<file path="src/rtl/spi_fb_pkg.sv">
// Shared definitions for the SPI framebuffer command decoder:
// opcodes, decoder state encoding and status/error bit positions.
package spi_fb_pkg;

  // First byte of every CS-framed transaction
  localparam logic [7:0] OP_PIXEL  = 8'h01;
  localparam logic [7:0] OP_BURST  = 8'h02;
  localparam logic [7:0] OP_FILL   = 8'h03;
  localparam logic [7:0] OP_STATUS = 8'h04;

  typedef enum logic [2:0] {
    ST_IDLE,
    ST_ADDR_HI,
    ST_ADDR_LO,
    ST_PIXEL,
    ST_BURST,
    ST_FILL_COLOR,
    ST_FILL,
    ST_DISCARD
  } state_e;

  // Sticky error flag positions within err[2:0]
  localparam int unsigned ERR_W       = 3;
  localparam int unsigned ERR_RANGE   = 0;
  localparam int unsigned ERR_OVERRUN = 1;
  localparam int unsigned ERR_OPCODE  = 2;

endpackage

</file>
<file path="src/rtl/cdc_sync_bit.sv">
// Multi-flop single-bit synchronizer with a configurable reset value.
module cdc_sync_bit #(
  parameter int unsigned STAGES  = 2,
  parameter logic        RST_VAL = 1'b0
) (
  input  logic clk,
  input  logic rst,
  input  logic d,
  output logic q
);

  logic [STAGES-1:0] sync_q;
  logic [STAGES-1:0] sync_d;

  // Shift the asynchronous input into the chain, oldest sample at the MSB
  always_comb begin
    sync_d = STAGES'({sync_q, d});
  end

  // Synchronizer flops, preset to RST_VAL on reset
  always_ff @(posedge clk or posedge rst) begin
    if (rst) sync_q <= {STAGES{RST_VAL}};
    else     sync_q <= sync_d;
  end

  assign q = sync_q[STAGES-1];

endmodule

</file>
<file path="src/rtl/spi_fb_cmd_decoder.sv">
// Decodes the SPI slave's received-byte stream into framebuffer write
// cycles (single pixel, auto-increment burst, full-screen fill) and
// returns a registered status byte for the SPI transmit path.
module spi_fb_cmd_decoder
  import spi_fb_pkg::*;
#(
  parameter int unsigned FB_DEPTH = 19200,
  parameter int unsigned ADDR_W   = 15,
  parameter int unsigned PIX_W    = 8,
  parameter int unsigned CS_SYNC  = 4
) (
  input  logic              sclk,
  input  logic              rst,
  input  logic              cs_n,
  input  logic              rx_valid,
  input  logic [PIX_W-1:0]  rx_data,
  output logic [PIX_W-1:0]  tx_data,
  output logic              fb_we,
  output logic [ADDR_W-1:0] fb_addr,
  output logic [PIX_W-1:0]  fb_wdata,
  output logic              busy,
  output logic [ERR_W-1:0]  err,
  input  logic              clr_err
);

  localparam logic [ADDR_W:0]   DEPTH_X   = (ADDR_W+1)'(FB_DEPTH);
  localparam logic [ADDR_W-1:0] LAST_ADDR = ADDR_W'(FB_DEPTH - 1);

  logic cs_sync;
  logic cs_prev_q, cs_prev_d;
  logic frame_end;

  state_e            state_q, state_d;
  logic              is_burst_q, is_burst_d;
  logic [ADDR_W-1:0] addr_q, addr_d;
  logic [PIX_W-1:0]  color_q, color_d;
  logic              fb_we_q, fb_we_d;
  logic [ADDR_W-1:0] fb_addr_q, fb_addr_d;
  logic [PIX_W-1:0]  fb_wdata_q, fb_wdata_d;
  logic              busy_q, busy_d;
  logic [ERR_W-1:0]  err_q, err_d, err_set;
  logic [PIX_W-1:0]  tx_q, tx_d;
  logic              in_range;

  cdc_sync_bit #(
    .STAGES  (CS_SYNC),
    .RST_VAL (1'b1)
  ) u_cs_sync (
    .clk (sclk),
    .rst (rst),
    .d   (cs_n),
    .q   (cs_sync)
  );

  // Detect the rising edge of the synchronized chip select
  always_comb begin
    cs_prev_d = cs_sync;
    frame_end = cs_sync & ~cs_prev_q;
  end

  assign in_range = ({1'b0, addr_q} < DEPTH_X);

  // Command decode, address counter and write/status generation
  always_comb begin
    state_d    = state_q;
    is_burst_d = is_burst_q;
    addr_d     = addr_q;
    color_d    = color_q;
    fb_we_d    = 1'b0;
    fb_addr_d  = fb_addr_q;
    fb_wdata_d = fb_wdata_q;
    busy_d     = 1'b0;
    err_set    = '0;

    case (state_q)
      ST_IDLE: begin
        if (rx_valid) begin
          case (rx_data)
            PIX_W'(OP_PIXEL): begin
              is_burst_d = 1'b0;
              state_d    = ST_ADDR_HI;
            end
            PIX_W'(OP_BURST): begin
              is_burst_d = 1'b1;
              state_d    = ST_ADDR_HI;
            end
            PIX_W'(OP_FILL):   state_d = ST_FILL_COLOR;
            PIX_W'(OP_STATUS): state_d = ST_DISCARD;
            default: begin
              err_set[ERR_OPCODE] = 1'b1;
              state_d             = ST_DISCARD;
            end
          endcase
        end
      end
      ST_ADDR_HI: begin
        if (rx_valid) begin
          addr_d  = ADDR_W'({rx_data[7:0], 8'h00});
          state_d = ST_ADDR_LO;
        end
      end
      ST_ADDR_LO: begin
        if (rx_valid) begin
          addr_d  = {addr_q[ADDR_W-1:8], rx_data[7:0]};
          state_d = is_burst_q ? ST_BURST : ST_PIXEL;
        end
      end
      ST_PIXEL, ST_BURST: begin
        if (rx_valid) begin
          if (in_range) begin
            fb_we_d    = 1'b1;
            fb_addr_d  = addr_q;
            fb_wdata_d = rx_data;
          end else begin
            err_set[ERR_RANGE] = 1'b1;
          end
          if (state_q == ST_PIXEL) begin
            state_d = ST_DISCARD;
          end else begin
            // Out-of-range addresses keep counting and wrap naturally at 2**ADDR_W
            addr_d = (addr_q == LAST_ADDR) ? '0 : addr_q + ADDR_W'(1);
          end
        end
      end
      ST_FILL_COLOR: begin
        if (rx_valid) begin
          color_d = rx_data;
          addr_d  = '0;
          state_d = ST_FILL;
        end
      end
      ST_FILL: begin
        fb_we_d    = 1'b1;
        busy_d     = 1'b1;
        fb_addr_d  = addr_q;
        fb_wdata_d = color_q;
        if (rx_valid) err_set[ERR_OVERRUN] = 1'b1;
        if (addr_q == LAST_ADDR) begin
          addr_d  = '0;
          // The fill ignored frame_end, so use the CS level to decide
          // whether the rest of the current frame must be discarded.
          state_d = cs_sync ? ST_IDLE : ST_DISCARD;
        end else begin
          addr_d = addr_q + ADDR_W'(1);
        end
      end
      ST_DISCARD: ;
      default: state_d = ST_IDLE;
    endcase

    if (frame_end && (state_q != ST_FILL)) state_d = ST_IDLE;

    err_d = (clr_err ? '0 : err_q) | err_set;

    tx_d = '0;
    tx_d[PIX_W-1 -: 4] = {busy_d, err_d};
  end

  // State and output registers
  always_ff @(posedge sclk or posedge rst) begin
    if (rst) begin
      cs_prev_q  <= 1'b1;
      state_q    <= ST_IDLE;
      is_burst_q <= 1'b0;
      addr_q     <= '0;
      color_q    <= '0;
      fb_we_q    <= 1'b0;
      fb_addr_q  <= '0;
      fb_wdata_q <= '0;
      busy_q     <= 1'b0;
      err_q      <= '0;
      tx_q       <= '0;
    end else begin
      cs_prev_q  <= cs_prev_d;
      state_q    <= state_d;
      is_burst_q <= is_burst_d;
      addr_q     <= addr_d;
      color_q    <= color_d;
      fb_we_q    <= fb_we_d;
      fb_addr_q  <= fb_addr_d;
      fb_wdata_q <= fb_wdata_d;
      busy_q     <= busy_d;
      err_q      <= err_d;
      tx_q       <= tx_d;
    end
  end

  assign fb_we    = fb_we_q;
  assign fb_addr  = fb_addr_q;
  assign fb_wdata = fb_wdata_q;
  assign busy     = busy_q;
  assign err      = err_q;
  assign tx_data  = tx_q;

endmodule

</file>
<file path="config.mk">
export PLATFORM = sky130hd
export DESIGN_NAME = spi_fb_cmd_decoder
export DESIGN_NICKNAME = d
export VERILOG_FILES = /design/src/rtl/spi_fb_pkg.sv /design/src/rtl/cdc_sync_bit.sv /design/src/rtl/spi_fb_cmd_decoder.sv
export SDC_FILE = /design/constraint.sdc
export NUM_CORES = 1
export LEC_CHECK = 0
export CAP_MARGIN = 20
export CORE_AREA = 2 2 83 105
export CTS_BUF_LIST = sky130_fd_sc_hd__clkbuf_2
export DETAILED_ROUTE_END_ITERATION = 16
export DIE_AREA = 0 0 85 107
export HOLD_SLACK_MARGIN = 0.06
export SKIP_LAST_GASP = 1
export SLEW_MARGIN = 0
export SYNTH_ARGS = -nofsm -noshare
export SYNTH_HDL_FRONTEND = slang
export SYNTH_SLANG_ARGS = --single-unit
</file>
<file path="constraint.sdc">
create_clock -name sclk -period 2.5 [get_ports sclk]
set_input_delay 0.5 -clock sclk [delete_from_list [all_inputs] [get_ports sclk]]
set_output_delay 0.5 -clock sclk [all_outputs]
set_load 0.01 [all_outputs]
</file>
---- After elaboration in Yosys (flattened, before gate mapping) ----
Index checks and enable logic that the tools add are counted.
word-level totals
  output and inout bits ................... 36
  input bits .............................. 13
  flip-flop bits (word level) ............. 64
  word-level logic and storage cells ...... 99
cells by class
  magnitude comparators ................... 1
  add/sub/neg operators ................... 1
  equal/unequal tests ..................... 25
  muxes and demuxes ....................... 39
  bitwise operators ....................... 4
  reduce and logical (&&, ||, !) cells .... 16
operators with widths
  operator                                                          count
  15-bit 2-to-1 mux                                                 7
  15-bit case mux with 5 select lines                               1
  3-bit 2-to-1 mux                                                  11
  15-bit case mux with 2 select lines                               1
  8-bit 2-to-1 mux                                                  3
  3-bit != test (second input constant)                             8
  3-bit case mux with 6 select lines                                1
  8-bit by 2-bit == test with 1-bit output (second input constant)  2
  8-bit case mux with 2 select lines                                1
  15-bit by 1-bit adder with 15-bit output (second input constant)  1
  15-bit == test (second input constant)                            1
  15-bit less-than comparator (second input constant)               1
  2-bit != test (second input constant)                             6
  6-bit AND reduction                                               2
  1-bit 2-to-1 mux                                                  11
  3-bit == test (second input constant)                             3
  8-bit by 1-bit == test with 1-bit output (second input constant)  1
  8-bit by 3-bit == test with 1-bit output (second input constant)  1
  8-bit AND reduction                                               1
  7-bit nonzero test                                                1
  3-bit by 2-bit == test with 1-bit output (second input constant)  2
  3-bit case mux with 2 select lines                                1
  3-bit AND reduction                                               2
  5-bit nonzero test                                                1
  12 further kinds                                                  16

---- Longest topological paths before layout ----
Gate-level depths: netlist of run 1.
  word-level depth ........................ 6
  gate-level depth with buffers ........... 7
  mapped depth without buffers ............ 5

---- Modules after synthesis ----
Synthesis of run 1 repeated with hierarchy kept, for this count alone.
second synthesis, totals
  cell total of the unflattened synthesis .. 291
  area total of the unflattened synthesis .. 3250.6 um2
modules (own cells, without submodules)
  module              area each (um2)  cells each  instances  seq. area each (um2)
  spi_fb_cmd_decoder  3141.8           286         1          1402.6
  cdc_sync_bit        108.9            5           1          105.1

---- Worst setup path after synthesis of run 1 ----
Ideal clock, no wire load.
  kind .................................... register to register
  start point ............................. register state_q[2]
  end point ............................... register fb_addr_q[10] (netlist: fb_addr[10])
  cell stages (with the launch flop) ...... 8
  required time ........................... 2.375 ns
  path slack .............................. 0.822 ns
  setup time .............................. 0.125 ns
  buffers on the path ..................... 3
  arrival time ............................ 1.553 ns
  clock period less this slack ............ 1.678 ns
  cells stage by stage .................... dfrtp_1 buf_6 and3b_1 o21ai_1 a22o_1 buf_6 buf_6 mux2_4
between the ends
  longest elaborated chain between the ends .. 4
  elaborated cells on any way between the ends .. 9
  those cells by class .................... eq/ne (5); mux (1); reduce/logical (3)
RTL lines
  element                                                                           line                       source
  start, declared                                                                   spi_fb_cmd_decoder.sv:33   state_e state_q, state_d;
  start signal, assigned                                                            spi_fb_cmd_decoder.sv:175  state_q <= state_d;
  3-bit by 2-bit == test with 1-bit output / 3-bit == test (equally long branches)  spi_fb_cmd_decoder.sv:75   case (state_q)
  2-bit OR reduction                                                                spi_fb_cmd_decoder.sv:75
  2-bit != test (no source line) / 2-bit nonzero test (equally long branches)       n/a
  3-bit AND reduction (no source line)                                              n/a
  end signal, assigned                                                              spi_fb_cmd_decoder.sv:180  fb_addr_q <= fb_addr_d;
  end, declared                                                                     spi_fb_cmd_decoder.sv:38   logic [ADDR_W-1:0] fb_addr_q, fb_addr_d;
Parallel ways exist; a longest one is shown, timed or not.
A chain may end at the register's enable or synchronous reset.

---- Worst setup path in the final report of run 1 ----
  start point ............................. register addr_q[0]
  end point ............................... register addr_q[14]
between the ends
  longest elaborated chain between the ends .. 5
  elaborated cells on any way between the ends .. 6
  those cells by class .................... add/sub (1); eq/ne (1); mux (4)
RTL lines
  element                                                                            line                                                                             source
  start, declared                                                                    spi_fb_cmd_decoder.sv:35                                                         logic [ADDR_W-1:0] addr_q, addr_d;
  start signal, assigned                                                             spi_fb_cmd_decoder.sv:177                                                        addr_q <= addr_d;
  15-bit by 1-bit adder with 15-bit output / 15-bit == test (equally long branches)  spi_fb_cmd_decoder.sv:121, spi_fb_cmd_decoder.sv:144, spi_fb_cmd_decoder.sv:138
  15-bit 2-to-1 mux *                                                                spi_fb_cmd_decoder.sv:121, spi_fb_cmd_decoder.sv:138
  15-bit 2-to-1 mux                                                                  spi_fb_cmd_decoder.sv:117                                                        if (state_q == ST_PIXEL) begin
  15-bit 2-to-1 mux                                                                  spi_fb_cmd_decoder.sv:109                                                        if (rx_valid) begin
  15-bit case mux with 5 select lines *                                              spi_fb_cmd_decoder.sv:75
Mark *: on every way between the ends. The rest lies on a longest branch, timed or not. The select of a mux whose other input is x is not followed.

==> results of run 1 <==
[power breakdown]
group / internal [W] / total [W] / switching (W)
Sequential: 0.00133 / 0.00167 / 0.000340
Clock: 0.000107 / 0.000453 / 0.000346
Combinational: 0.00129 / 0.00234 / 0.00105
Total: 0.00272 / 0.00446 / 0.00174
[state kept, by name, indices dropped and copies added (netlist names)]
register          flops
err                   2
busy                  1
cs_prev_q             1
state_q               3
color_q               8
fb_wdata              8
addr_q               15
fb_addr              15
u_cs_sync.sync_q      4
is_burst_q            1
fb_we                 1
tx_data               1
[cell families (layout without fill, tap and decap cells)]
group,after synthesis,in the layout,synth area share
other,1,4,0.00118
adders and majority gates,1,1,0.00393
buffers and inverters,35,91,0.0629
and+or+nand+nor,83,83,0.147
AOI/OAI and AO/OA,60,60,0.133
xor gates and xnor gates,3,3,0.00826
muxes,42,42,0.170
DFF,60,60,0.474
[layout by cell type, fill, tap and decap left out, drive strengths merged, types with 3 or more instances in the layout]
cell type,Yosys,final
dfrtp,55,55
clkdlybuf4s50,0,44
mux2,40,40
nand2,21,21
buf,19,21
nor2,14,14
inv,12,12
o211ai,11,11
a22oi,11,11
o21ai,11,11
clkbuf,4,9
nand4,8,8
nand2b,7,7
a21oi,6,6
nand4b,5,5
dfstp,5,5
nor3,5,5
clkinv,0,5
nand3,4,4
conb,1,4
and4,3,3
a2bb2oi,3,3
o2bb2ai,3,3
[through the flow]
stage | instance area, sq um | hold WS, ns | power (W)
2_1_floorplan | 3190 | 0.345 | 0.00322
3_5_place_dp | 3780 | 0.348 | 0.00403
4_1_cts | 3850 | 0.338 | 0.00451
6_report | 3850 | 0.342 | 0.00446
5_1_grt | 3850 | 0.365 | 0.00477
3_3_place_gp | 3780 | 0.347 | 0.00399
[worst paths after layout]
check,from,endpoint
worst max-delay path,addr_q[0]$_DFFE_PP0P_,addr_q[14]$_DFFE_PP0P_
worst min register to register,u_cs_sync.sync_q[2]$_DFF_PP1_,u_cs_sync.sync_q[3]$_DFF_PP1_
worst min-delay path,rst,color_q[3]$_DFFE_PP0P_
worst max register to register,addr_q[0]$_DFFE_PP0P_,addr_q[14]$_DFFE_PP0P_
min in group sclk,u_cs_sync.sync_q[2]$_DFF_PP1_,u_cs_sync.sync_q[3]$_DFF_PP1_
max in group asynchronous,rst,addr_q[6]$_DFFE_PP0P_
[cell usage after synthesis, types with 6 or more instances]
cell type   n
dfrtp_1    55
nand2_1    21
mux2_4     19
nor2_1     14
mux2_1     13
a22oi_1    11
o211ai_1   11
inv_1      10
o21ai_1     9
buf_4       8
mux2_2      8
nand4_1     8
buf_2       7
nand2b_1    7
a21oi_1     6
[layout make-up]
class | instances | area [sq um]
fillers | 760 | 4250
flip-flops and latches | 60 | 1510
multi-input cells | 193 | 1490
repair buffers | 65 | 623
well taps | 97 | 121
clock buffers | 9 | 45.0
inverters | 12 | 45.0
clock inverters | 5 | 21.3
[metal layers]
metal | vias up | share of wire | routed length (um)
met5 | - | 0 | 0
met2 | 85 | 0.48 | 3750
met1 | 1216 | 0.43 | 3330
met3 | 19 | 0.059 | 458
li1 | 1146 | - | -
met4 | 0 | 0.029 | 229
==> results.ini, run 1 <==
[cts]
htreeDepth = 3
post-cts-setup-buffer-count = 0
clock_path_buffers = 2
cts_tree = done
clk_latency_ns = 0.50
postCtsHoldBufs = 0
numCtsBuffers = 9
cts.repair.resized = 0
root_buffer = clkbuf_2
cts_sinks = 60
clk_pin_slew_ns = 0.16

[setup_path]
cpPeakStageDelay_ns = 0.54
cp-start-kind = flop
r2r_cells = 6
crit_required_ns = 2.88
regToRegSetupSlack_ns = 0.48
cp-end-kind = flop
worst-path-buf-inv = 1
critPathKind = reg -> reg
crit_cells = 6
slowest_stage = dfrtp_1
arrival_ns = 2.40
path_cells = ha_1 > and3_1 > nand4_1 > buf_4 > nand2_1 > o211ai_1
cpLargestDelayFamily = simple AND/OR/NAND/NOR gates
worstPathMaxFanout = 6

[placed_design]
place_congestion = 0.928
port_buffers = 44
place_inst = 427
place_hpwl_um = 5680
place_ws_ns = 0.251

[final_layout]
final_cell_count_no_fill = 441
final_util = 0.475
num_antenna_cells = 0
areaGrowthSynthToFinish_pct = 21.0
drive_above_1_share = 0.203
nets = 355

[synthesis]
syn_avg_cell_area_sq_um = 11.2
yosys_register_bits = 60
async_reset_ff_frac = 1.00
synth_warnings = 0
ys.flop_type = dfrtp_1
yosysSeqAreaShare = 0.474
synth_area_leaders = dfrtp_1, mux2_4, mux2_1
synth_cell_types = 56
syn_area_sq_um = 3180
synth_edf_count = 0
synth_area_leader_cell = dfrtp_1
synth_top_area_frac = 0.432
synth_cells = 285

[global_route]
gr-usage-met2 = 0.287
gr-usage-met3 = 0.0354
grt_pass1_vias = 2469
overflow = 0
antenna_found_initial = 0
use_met1 = 0.237
grt.total_usage = 0.183
grt_pass1_wl_um = 12900
grt_max_degree = 27
gr-max-usage-layer = met2

[die]
start_util = 0.393
dieArea_sq_um = 9100
die_x_um = 85
die_y_um = 107
core-area_sq_um = 8100
rows = 37
io_pins = 49

[drt]
drc = 0
drtPass1Iterations = 4
ant_nets = 0
viasPerCell = 5.59
vias = 2466
wl_um = 7770
wire_per_inst_um = 17.6
drt_iter0_markers = 206

[timing]
setup-tns-final_ns = 0
hold_violations = 0
finClkSkew_ns = 0.0180
slew_headroom = 0.609
setup_ws_ns = 0.477
fin_crit_sh = 0.809
worst_pin_slew_ns = 0.585
timing.fmax_mhz = 494
slew_viol_final = 0
rsz0062_at_grt = no
setup_viol = 0
timing.final.crit_period_ns = 2.02

[outcome]
status = finished, final reports clean

[power_and_ir_drop]
p_leak_nw = 1.67
vdd_drop_max_mv = 0.727
powerDensity_nw_per_um2 = 1160

[hold_path]
holdCritPathClass = in -> async

[job]
maxCapViolations = 0

(Power assumes the default switching activity.)
==> run 2, diff against run 1 <==
clock period = 1.8 ns   (was 2.5 ns; I/O delays follow)
==> run 2 against run 1 <==
Die area is the same; non-clock buffer count is 41 higher; combinational power rose by 56%; clock skew is 0.0014 ns higher; hold slack got worse by 0.091 ns; final area rose by 8.2%; fmax up 18%; total power up 45%; largest cell class is now multi-input gates; largest power group unchanged.
==> results.ini, run 2 (synthesis gave the netlist of run 1 again) <==
[die]
io_pins = 49  ; unchanged
rows = 37  ; unchanged
core-area_sq_um = 8100  ; unchanged
die_x_um = 85  ; unchanged
start_util = 0.393  ; unchanged
dieArea_sq_um = 9100  ; unchanged
die_y_um = 107  ; unchanged

[cts]
root_buffer = clkbuf_2  ; unchanged
clk_pin_slew_ns = 0.16  ; about the same
clk_latency_ns = 0.50  ; about the same
postCtsHoldBufs = 0  ; unchanged
cts_sinks = 60  ; unchanged
numCtsBuffers = 9  ; unchanged
clock_path_buffers = 2  ; unchanged
cts_tree = done  ; unchanged
htreeDepth = 3  ; unchanged

[global_route]
grt_pass1_vias = 2695  ; was 2469
grt_max_degree = 61  ; was 27
overflow = 0  ; unchanged
grt_pass1_wl_um = 13800  ; was 12900 um
antenna_found_initial = 0  ; unchanged
grt.total_usage = 0.198  ; was 0.183

[placed_design]
place_area_sq_um = 4000  ; was 3780 sq um
place_congestion = 0.909  ; was 0.928
place_hpwl_um = 6230  ; was 5680 um
port_buffers = 44  ; unchanged
place_inst = 457  ; was 427

[timing]
hold_violations = 0  ; unchanged
timing.fmax_mhz = 581  ; was 494 MHz
setup_viol = 0  ; unchanged
timing.final.crit_period_ns = 1.72  ; was 2.02 ns
rsz0062_at_grt = yes  ; was no
finClkSkew_ns = 0.0194  ; was 0.0180 ns
slew_viol_final = 0  ; unchanged
fin_crit_sh = 0.956  ; was 0.809

[drt]
ant_nets = 0  ; unchanged
vias = 2645  ; was 2466
drtPass1Iterations = 4  ; unchanged
viasPerCell = 5.46  ; was 5.59
drt_iter0_markers = 142  ; was 206
wire_per_inst_um = 17.4  ; was 17.6 um
drc = 0  ; unchanged
wl_um = 8440  ; was 7770 um

[setup_path]
cpPeakStageDelay_ns = 0.46  ; was 0.54 ns
r2r_cells = 5  ; was 6
cp-end-kind = flop  ; unchanged
worst-path-buf-inv = 2  ; was 1
crit_required_ns = 2.20  ; was 2.88 ns
cpLargestDelayFamily = flip-flops  ; was simple AND/OR/NAND/NOR gates
arrival_ns = 2.12  ; was 2.40 ns
worstPathMaxFanout = 5  ; was 6
slowest_stage = dfrtp_1  ; unchanged
regToRegSetupSlack_ns = 0.08  ; was 0.48 ns
r2r_end = fb_addr[4]$_DFFE_PP0P_  ; was addr_q[14]$_DFFE_PP0P_
path_cells = nand3b_1 > buf_4 > a22o_4 > clkbuf_4 > mux2_4  ; was ha_1 > and3_1 > nand4_1 > buf_4 > nand2_1 > o211ai_1
critPathKind = reg -> reg  ; unchanged
r2r-start = state_q[0]$_DFFE_PP0P_  ; was addr_q[0]$_DFFE_PP0P_
cp-start-kind = flop  ; unchanged

[power_and_ir_drop]
powerDensity_nw_per_um2 = 1560  ; was 1160 nW/um^2
p_leak_nw = 2.04  ; was 1.67 nW
vdd_drop_max_mv = 0.709  ; was 0.727 mV

[final_layout]
layout_commonest_cell = buf_4  ; was dfrtp_1
fillerInstances = 778  ; was 760
nets = 396  ; was 355
drive_above_1_share = 0.307  ; was 0.203
areaGrowthSynthToFinish_pct = 30.8  ; was 21.0%
final_cell_count_no_fill = 484  ; was 441
final_cell_area_sq_um = 4160  ; was 3850 sq um
num_antenna_cells = 0  ; unchanged
mostFrequentLayoutCells = buf_4, dfrtp_1, dlygate4sd2_1  ; was dfrtp_1, clkdlybuf4s50_1, nand2_1

[outcome]
status = finished, final reports clean  ; unchanged

[hold_path]
hp-start = cs_n
holdCritPathClass = in -> reg  ; was in -> async
min_to = u_cs_sync.sync_q[0]$_DFF_PP1_
hold_path_depth = 1

[job]
maxCapViolations = 0  ; unchanged

## run 2: cell types whose count changed in the layout (fill, tap and decap cells not counted), sizes merged
| cell | delta |
|---|---|
| buf | +40 |
| clkbuf | +4 |
| clkdlybuf4s50 | -32 |
| clkinv | -1 |
| clkinvlp | +1 |
| dlygate4sd2 | +28 |
| dlymetal6s2s | +4 |
| inv | -1 |
## run 2: metal layers
layer / GRT usage / wire length, um / vias up
li1: - / - / 1231
met1: 0.250 / 3570 / 1298
met2: 0.316 / 4080 / 95
met3: 0.0408 / 516 / 21
met4: 0.104 / 278 / 0
met5: 0 / 0 / -
## run 2: what timing repair did
item,CTS,global route
pin swaps,0,2
setup endpoints to repair,31,37
gates cloned,0,1
buffers inserted,9,1
gates resized for setup,28,14
## run 2: final cells by class
cell class,instances,area (sq um),share of cell area
clock buffers,12,60.1,0.0144
clock inverters,4,16.3,0.00391
flip-flops and latches,60,1510,0.362
repair buffers,106,901,0.216
inverters,12,48.8,0.0117
well taps,97,121,0.0291
multi-input cells,193,1510,0.362
## run 2: how the worst max path moves through the flow
stage / end / cells after the start / start
4_1_cts: fb_addr[4] / 1 / fb_addr[4]$_DFFE_PP0P_
3_3_place_gp: state_q[1]$_DFFE_PP0P_ / 6 / rx_data[5]
3_5_place_dp: fb_addr[12]$_DFFE_PP0P_ / 5 / rx_valid
5_1_grt: fb_addr[5]$_DFFE_PP0P_ / 5 / state_q[0]$_DFFE_PP0P_
2_1_floorplan: fb_addr[10]$_DFFE_PP0P_ / 7 / state_q[2]$_DFFE_PP0P_
6_report: fb_addr[4]$_DFFE_PP0P_ / 5 / state_q[0]$_DFFE_PP0P_
## run 2: through the flow
stage	utilization	worst slack, ns	hold slack [ns]	setup TNS, ns	power [W]
floorplan	-	0.122	0.345	0	0.00447
global placement	0.494	-0.228	0.346	-7.74	0.00576
detailed placement	0.494	-0.256	0.347	-9.60	0.00583
CTS	0.507	0.00484	0.209	0	0.00642
global route	0.514	-0.00196	0.196	-0.00359	0.00695
finish	0.514	0.0789	0.251	0	0.00648
## run 2: worst register-to-register path: cells and delay by family (launching register included)
family / cells / cell delay (ns)
AO/OA/AOI/OAI: 1 / 0.29
buffers and inverters: 2 / 0.37
AND/OR/NAND/NOR: 1 / 0.21
flip-flops: 1 / 0.46
multiplexers: 1 / 0.30
## run 2: report_power, final
part           switching, W  internal [W]  leakage (nW)
Combinational       0.00170       0.00196          1.22
Clock              0.000468      0.000184        0.0585
Sequential         0.000321       0.00185         0.760
Total               0.00249       0.00399          2.04
==> run 3, diff against run 2 <==
DONT_BUFFER_PORTS = 1   (was default)
==> run 3 against run 2 <==
Register-to-register slack improved by 0.02 ns; count of clock-buffer cells in the layout decreased by 1; critical path depth unchanged; cell count decreased by 11%; sequential share of layout area increased by 3.8 points; fmax increased by 1.4%; worst setup slack improved by 0.024 ns; die area unchanged; clock power increased by 47%.
==> results.ini, run 3 (synthesis gave the netlist of run 1 again) <==
[outcome]
status = finished, final reports clean  ; unchanged

[global_route]
antenna_found_initial = 0  ; unchanged
grt_pass1_vias = 2448  ; was 2695
grt.total_usage = 0.192  ; was 0.198
overflow = 0  ; unchanged
grt_max_degree = 38  ; was 61
grt_pass1_wl_um = 13200  ; was 13800 um

[cts]
cts_sinks = 60  ; unchanged
root_buffer = clkbuf_2  ; unchanged
clk_pin_slew_ns = 0.16  ; about the same
post-cts-setup-buffer-count = 0  ; was 9
clk_latency_ns = 0.49  ; was 0.50 ns
clock_path_buffers = 2  ; unchanged
cts_tree = done  ; unchanged
numCtsBuffers = 9  ; unchanged
htreeDepth = 3  ; unchanged

[placed_design]
place_hpwl_um = 5520  ; was 6230 um
place_congestion = 0.871  ; was 0.909
place_inst = 400  ; was 457
port_buffers = 0  ; was 44
place_area_sq_um = 3500  ; was 4000 sq um

[timing]
slew_headroom = 0.621
setup-tns-final_ns = 0  ; unchanged
worst_pin_slew_ns = 0.567
timing.fmax_mhz = 589  ; was 581 MHz
fin_crit_sh = 0.943  ; was 0.956
slew_viol_final = 0  ; unchanged
rsz0062_at_grt = yes  ; unchanged
setup_viol = 0  ; unchanged
finClkSkew_ns = 0.0153  ; was 0.0194 ns
timing.final.crit_period_ns = 1.70  ; was 1.72 ns
hold_violations = 0  ; unchanged

[power_and_ir_drop]
p_leak_nw = 1.69  ; was 2.04 nW
power_w = 0.00630  ; was 0.00648 W
vdd_drop_max_mv = 0.823  ; was 0.709 mV
powerDensity_nw_per_um2 = 1670  ; was 1560 nW/um^2

[die]
dieArea_sq_um = 9100  ; unchanged
start_util = 0.393  ; unchanged
core-area_sq_um = 8100  ; unchanged
die_y_um = 107  ; unchanged
die_x_um = 85  ; unchanged
io_pins = 49  ; unchanged
rows = 37  ; unchanged

[final_layout]
num_antenna_cells = 0  ; unchanged
nets = 341  ; was 396
final_cell_count_no_fill = 429  ; was 484
layout_commonest_cell = dfrtp_1  ; was buf_4
mostFrequentLayoutCells = dfrtp_1, buf_4, nand2_1  ; was buf_4, dfrtp_1, dlygate4sd2_1
final_cell_area_sq_um = 3770  ; was 4160 sq um
drive_above_1_share = 0.280  ; was 0.307
fillerInstances = 724  ; was 778
areaGrowthSynthToFinish_pct = 18.3  ; was 30.8%

[drt]
drtPass1Iterations = 4  ; unchanged
wire_per_inst_um = 18.9  ; was 17.4 um
viasPerCell = 5.70  ; was 5.46
ant_nets = 0  ; unchanged
vias = 2444  ; was 2645
drc = 0  ; unchanged
wl_um = 8120  ; was 8440 um
drt_iter0_markers = 131  ; was 142

[setup_path]
critPathKind = reg -> reg  ; unchanged
slowest_stage = or4_1  ; was dfrtp_1
cpLargestDelayFamily = simple AND/OR/NAND/NOR gates  ; was flip-flops
cp-start-kind = flop  ; unchanged
worstPathMaxFanout = 4  ; was 5
cp-end-kind = flop  ; unchanged
arrival_ns = 2.08  ; was 2.12 ns
cpPeakStageDelay_ns = 0.55  ; was 0.46 ns
path_cells = ha_1 > nand3_1 > or4_1 > a31oi_1 > o211ai_1  ; was nand3b_1 > buf_4 > a22o_4 > clkbuf_4 > mux2_4
crit_required_ns = 2.18  ; was 2.20 ns
worst-path-buf-inv = 0  ; was 2

[job]
maxCapViolations = 0  ; unchanged

[hold_path]
holdCritPathClass = in -> reg  ; unchanged

==> run 3: final cells by class <==
type,instances,area [sq um],share of cell area
flip-flops and latches,60,1510,0.400
multi-input cells,193,1490,0.396
repair buffers,51,465,0.124
well taps,97,121,0.0322
clock inverters,5,76.3,0.0203
clock buffers,11,55.1,0.0146
inverters,12,48.8,0.0130
==> run 3: what timing repair did <==
action | 4_1_cts | 5_1_grt
gates resized for setup | 0 | 2
hold buffers | 12 | 1
endpoints found under the hold margin | 46 | 1
endpoints found under the setup margin | 0 | 27
==> run 3: routing by layer <==
| metal | global-route usage | vias up | part of all wire |
|---|---|---|---|
| met4 | 0.0771 | 0 | 0.023 |
| met1 | 0.248 | 1213 | 0.44 |
| met3 | 0.0631 | 17 | 0.067 |
| met5 | 0 | - | 0 |
| li1 | - | 1130 | - |
| met2 | 0.297 | 84 | 0.47 |
==> run 3: path summary, 6_finish.rpt <==
kind / depth (start not counted) / to / slack [ns] / start
worst max-delay path: 5 / addr_q[12]$_DFFE_PP0P_ / 0.10 / addr_q[0]$_DFFE_PP0P_
worst min-delay path: 3 / tx_data[6]$_DFF_PP0_ / 0.11 / rx_data[3]
worst max register to register: 5 / addr_q[12]$_DFFE_PP0P_ / 0.10 / addr_q[0]$_DFFE_PP0P_
worst min register to register: 0 / u_cs_sync.sync_q[1]$_DFF_PP1_ / 0.37 / u_cs_sync.sync_q[0]$_DFF_PP1_
max in group asynchronous: 3 / fb_wdata[6]$_DFFE_PP0P_ / 0.87 / rst
min in group asynchronous: 2 / fb_addr[1]$_DFFE_PP0P_ / 0.38 / rst
==> run 3: through the flow <==
step	hold slack (ns)	worst slack (ns)	util
final	0.113	0.103	0.465
after global routing	0.0676	-0.0224	0.465
after CTS	0.0910	0.0438	0.463
after detailed placement	0.318	0.0760	0.432
after global placement	0.318	0.119	0.432
after floorplan	0.345	0.122	-
==> run 3: power breakdown <==
group	internal, W	leakage (nW)	switching [W]
combinational	0.00160	0.850	0.00139
clock	0.000465	0.0796	0.000493
sequential	0.00185	0.760	0.000502
==> run 3: worst reg2reg max path, cell delays in order, from the launching register on <==
cell,delay [ns]
dfrtp_1,0.39
ha_1,0.20
nand3_1,0.18
or4_1,0.55
a31oi_1,0.17
o211ai_1,0.10
==> edit 1, RTL diff (flow settings as in run 2) <==
`RST_VAL`: 1'b1 -> 1'b0.
--- a/src/rtl/spi_fb_cmd_decoder.sv
+++ b/src/rtl/spi_fb_cmd_decoder.sv
@@ -45,5 +45,5 @@
   cdc_sync_bit #(
     .STAGES  (CS_SYNC),
-    .RST_VAL (1'b1)
+    .RST_VAL (1'b0)
   ) u_cs_sync (
     .clk (sclk),
Formal check against the unedited RTL: not equivalent (a bounded check fails within 10 cycles, from zero or initial values and one cycle with rst high).
==> edit 1 against run 2 <==
- sequential cell count did not move
- synthesized area shrank 0.16%
- setup slack worse by 32 ps
- power up 2.8%
- combinational power up 4%
- cell area grew 1.3%
- non-clock buffer count rose by 2
- wire length down 0.18%
- critical path type unchanged
- largest power group unchanged
- highest routed layer unchanged
==> edit 1: results (changes against run 2) <==
| Metric | Value |
|---|---|
| Vias in the first global route | 2,672 (-0.85%) |
| Clock power frac | 10.1% (about the same) |
| Final WL | 8430 um (-0.18%) |
| DRT iter0 DRCs | 200 (+41%) |
| Post-synthesis sequential area ratio | 47.3% (-0.083 points) |
| Port Buffers | 44 (unchanged) |
| Switching Power | 2.54 mW (+1.8%) |
| First-pass GRT wire length | 13,900 um (+0.55%) |
| CP max FO | 11 (+6) |
| P_comb | 3.79 mW (+4%) |
| Post-synthesis async set-or-reset flop share | 100% (unchanged) |
| Number of max-cap violations | 0 (unchanged) |
| Vias after detailed routing | 2,607 (-1.4%) |
| CTS max path bufs | 2 (unchanged) |
| DP HPWL | 6010 um (-3.6%) |
| WP data arrival | 2140 ps (+20 ps) |
| FILL cells | 705 (-9.4%) |
| Commonest cells post-synth | dfrtp_1, nand2_1, mux2_4 |
| Setup WS pre-CTS | -230 ps (+25.9 ps) |
| Leak pwr | 2.12 nW (+3.8%) |
| WL met3 | 511 um (-0.97%) |
| Clock root buffer | clkbuf_2 |
| Netlist cell types | 56 (unchanged) |
| Synth area leaders | dfrtp_1, mux2_4, mux2_1 |
| Post-DP Area | 3980 um^2 (-0.50%) |
| Status | completed |
| PostCTS Resize Cnt | 24 (-14%) |
| Highest metal used | met4 |
| P_clk | 673 uW (+3%) |
| Final WS setup | 46.9 ps (-32.0 ps) |
| Postcts setup bufs | 9 (unchanged) |
| H-tree Lvls | 3 (unchanged) |
| Avg Cell Area, Syn | 11.2 um^2 (-0.16%) |
| Met2 routed WL | 4160 um (+2.0%) |
| Clock-pin slew on the worst setup and hold paths | ~170 ps |
| 1st-pass router iterations | 7 (+3) |
| Skew final | 27.6 ps (+8.19 ps) |
| Hold Path Class | input port to asynchronous set/reset pin |
| Layout cells sized above 1 | 29.6% (-1.2 points) |
| Initial antenna violation count | 0 (unchanged) |
| Yosys warns | 0 (unchanged) |
| Cells after DPL | 455 (-0.44%) |
| Max IR drop VDD | 0.748 mV (+5.5%) |
| GP Congestion | 0.895 (-1.6%) |
| Fin cells | 486 (+0.41%) |
| NumNets Final | 398 (+0.51%) |
| Gr usage total | 19.7% (-0.059 points) |
| Worst skew pair latency | between 500 and 600 ps |
| M1 WL | 3660 um (+2.6%) |
-- edit 1: critical path, cell delays in order, from the launching register on --
cell and delay, ps:
dfrtp_1 450, nand3b_1 240, buf_4 190, a22o_4 290
buf_8 160, mux2_4 300
-- edit 1: final cells by class --
cell class | count | area [um^2] | share of cell area, %
Clock buffer | 12 | 60.1 | 1.42
Clock inverter | 4 | 16.3 | 0.386
Inverter | 12 | 48.8 | 1.16
Multi-Input combinational cell | 193 | 1500 | 35.6
Sequential cell | 60 | 1500 | 35.7
Tap cell | 97 | 121 | 2.88
Timing Repair Buffer | 108 | 965 | 22.9
-- edit 1: logic make-up after synthesis --
kind of cell	after synthesis	share of synthesized area (%)
other	1	0.118
AND/OR/NAND/NOR	83	14.7
buffers and inverters	35	6.30
XOR/XNOR	3	0.827
adder cells (fa/ha/maj)	1	0.394
AO/OA/AOI/OAI	60	13.3
multiplexers	42	17.0
flip-flops	60	47.3
-- edit 1: path summary, 6_finish.rpt --
| check | cells after the start | to | slack (ps) | startpoint |
|---|---|---|---|---|
| min in group sclk | 1 | u_cs_sync.sync_q[0]$_DFF_PP0_ | 290 | cs_n |
| min | 3 | fb_addr[12]$_DFFE_PP0P_ | 260 | rst |
| min reg2reg | 0 | u_cs_sync.sync_q[1]$_DFF_PP0_ | 370 | u_cs_sync.sync_q[0]$_DFF_PP0_ |
| max | 5 | fb_addr[6]$_DFFE_PP0P_ | 50 | state_q[0]$_DFFE_PP0P_ |
| max reg2reg | 5 | fb_addr[6]$_DFFE_PP0P_ | 50 | state_q[0]$_DFFE_PP0P_ |
| max in group asynchronous | 3 | cs_prev_q$_DFF_PP1_ | 1240 | rst |
-- edit 1: layer usage --
layer	vias up	GRT usage [%]
met5	-	0
met4	0	6.58
met3	11	4.70
met2	89	32.9
met1	1275	25.0
li1	1232	-
==> edit 2, RTL diff (config.mk and constraints of run 2) <==
Made on the original files. The output `tx_data` loses its register stage (`tx_q` becomes a continuous assignment).
--- a/src/rtl/spi_fb_cmd_decoder.sv
+++ b/src/rtl/spi_fb_cmd_decoder.sv
@@ -170,5 +170,4 @@
       busy_q     <= 1'b0;
       err_q      <= '0;
-      tx_q       <= '0;
     end else begin
       cs_prev_q  <= cs_prev_d;
@@ -182,7 +181,8 @@
       busy_q     <= busy_d;
       err_q      <= err_d;
-      tx_q       <= tx_d;
     end
   end
+
+  assign tx_q = tx_d;
 
   assign fb_we    = fb_we_q;
Formal check against the unedited RTL: not equivalent (a bounded check fails within 4 cycles, from zero or initial values and one cycle with rst high).
==> edit 2 against run 2 <==
- the flow now finishes with violations (setup timing)
- cell area increased by 9.8%
- final cell count increased by 5.2%
- wire length is 3.0% higher
- global-route usage is 0.43 points higher
- die area did not move
- synthesized area is 2.8% higher
- clock power rose by 4.7%
- setup slack got worse by 430 ps
- register-to-register slack worse by 240 ps
- power is 18% higher
- sequential cell count unchanged
- sequential share of layout area down 3.2 points
- largest power group unchanged
- highest routed layer unchanged
==> edit 2: results (changes against run 2) <==
| Metric | Value |
|---|---|
| Status | complete, but fails checks |
| R2r worst-path depth | 6 (+1) |
| Skew final | 27.6 ps (+8.18 ps) |
| Met1 Resource Use GR | 25.6% (+0.58 points) |
| Failing checks | setup timing |
| Minimum hold slack | 242 ps (-9.27 ps) |
| Final WL | 8690 um (+3.0%) |
| CTS Buf Count | 9 (unchanged) |
| FILL cells | 747 (-4.0%) |
| Netlist cell types | 57 (+1.8%) |
| GP Congestion | 0.935 (+2.9%) |
| Post-synthesis sequential area ratio | 46.1% (-1.3 points) |
| Max IR drop VDD | 0.954 mV (+35%) |
| Met2 routed WL | 4310 um (+5.7%) |
| Gr usage total | 20.2% (+0.43 points) |
| Reg2reg start | state_q[1]$_DFFE_PP0P_ |
| R2r setup slk | -160 ps (-240 ps) |
| DRT iter0 DRCs | 161 (+13%) |
| M1 WL | 3720 um (+4.3%) |
| Final WS setup | -349 ps (-428 ps) |
| WP data arrival | 1790 ps (-330 ps) |
| Leak pwr | 2.25 nW (+11%) |
| Setup WS pre-CTS | -838 ps (-582 ps) |
| Setup Viol. Count Final | 29 (+29) |
| WL met3 | 417 um (-19%) |
| Worst R2R End | state_q[1]$_DFFE_PP0P_ |
| First-pass GRT wire length | 14,200 um (+3.2%) |
| Met2 GRT Util | 33.3% (+1.6 points) |
| Vias after detailed routing | 2,805 (+6.0%) |
| GR met3 Demand/Resource | 4.77% (+0.69 points) |
| DP HPWL | 6040 um (-3.1%) |
==> edit 2: cell types whose count changed in the layout (fill, tap and decap cells not counted), moves of 3 or more <==
| cell | change |
|---|---|
| a22oi_1 | -3 |
| a31oi_1 | +3 |
| buf_4 | +8 |
| buf_6 | +7 |
| dlygate4sd2_1 | -8 |
| dlymetal6s2s_1 | +5 |
| inv_1 | +5 |
| mux2_1 | -13 |
| mux2_2 | +12 |
| nand3_1 | +6 |
| nor4_1 | +3 |
| o21ai_0 | +7 |
| o21ai_1 | -8 |
==> edit 2: cell families (layout without fill, tap and decap cells) <==
group                    after synthesis  in the layout  synth area share [%]
multiplexers                          41             41                  16.2
other                                  1              4                 0.115
AND/OR/NAND/NOR                       83             83                  14.6
flip-flops                            60             60                  46.1
buffers and inverters                 41            153                  6.35
adder cells (fa/ha/maj)                1              1                 0.382
AO/OA/AOI/OAI                         67             67                  15.4
XOR/XNOR                               3              3                 0.803
==> edit 2: area by class of cell <==
type                    count  share of cell area (%)
multi-input cells         199                    37.4
clock buffers              11                    1.20
well taps                  97                    2.66
repair buffers            121                    23.8
flip-flops and latches     60                    33.0
clock inverters             5                   0.465
inverters                  16                    1.45
==> edit 2: worst max path at each step <==
stage                                start         end  slack, ps  depth (start not counted)
floorplan           state_q[1]$_DFFE_PP0P_  tx_data[6]         60                          5
global placement                rx_data[7]  tx_data[6]       -820                          5
detailed placement              rx_data[7]  tx_data[6]       -840                          5
CTS                 state_q[0]$_DFFE_PP0P_  tx_data[6]       -370                          5
global route        state_q[1]$_DFFE_PP0P_  tx_data[6]       -440                          5
finish                          rx_data[5]  tx_data[6]       -350                          5
==> edit 2: through the flow <==
stage               instances  cell area, um^2  setup TNS, ps  utilization [%]  total power [mW]
floorplan                 300             3290              0                -              4.77
global placement          473             4160         -11200             51.3              6.37
detailed placement        473             4160         -11850             51.3              6.42
CTS                       506             4470          -3850             55.2              7.55
global route              509             4570          -4590             56.4              8.18
finish                    509             4570          -2940             56.4              7.67
==> edit 2: critical path: stages <==
cell	delay, ps
clkdlybuf4s50_1	510
or4_4	480
o31ai_4	180
o21ai_1	110
buf_2	150
==> edit 2: repair_timing <==
item                                    4_1_cts  5_1_grt
endpoints found under the setup margin       53       53
gates resized for setup                      63       21
pin swaps                                    10        5
cloned                                        1        0
buffers inserted                             16        3
==> edit 2: power by group through the flow <==
stage          Sequential, mW  Clock (mW)  Combinational, mW
6_report                 2.26       0.684               4.73
5_1_grt                  2.34       0.756               5.09
4_1_cts                  2.25       0.702               4.60
3_5_place_dp             2.28           0               4.13
3_3_place_gp             2.27           0               4.09
2_1_floorplan            2.34           0               2.43
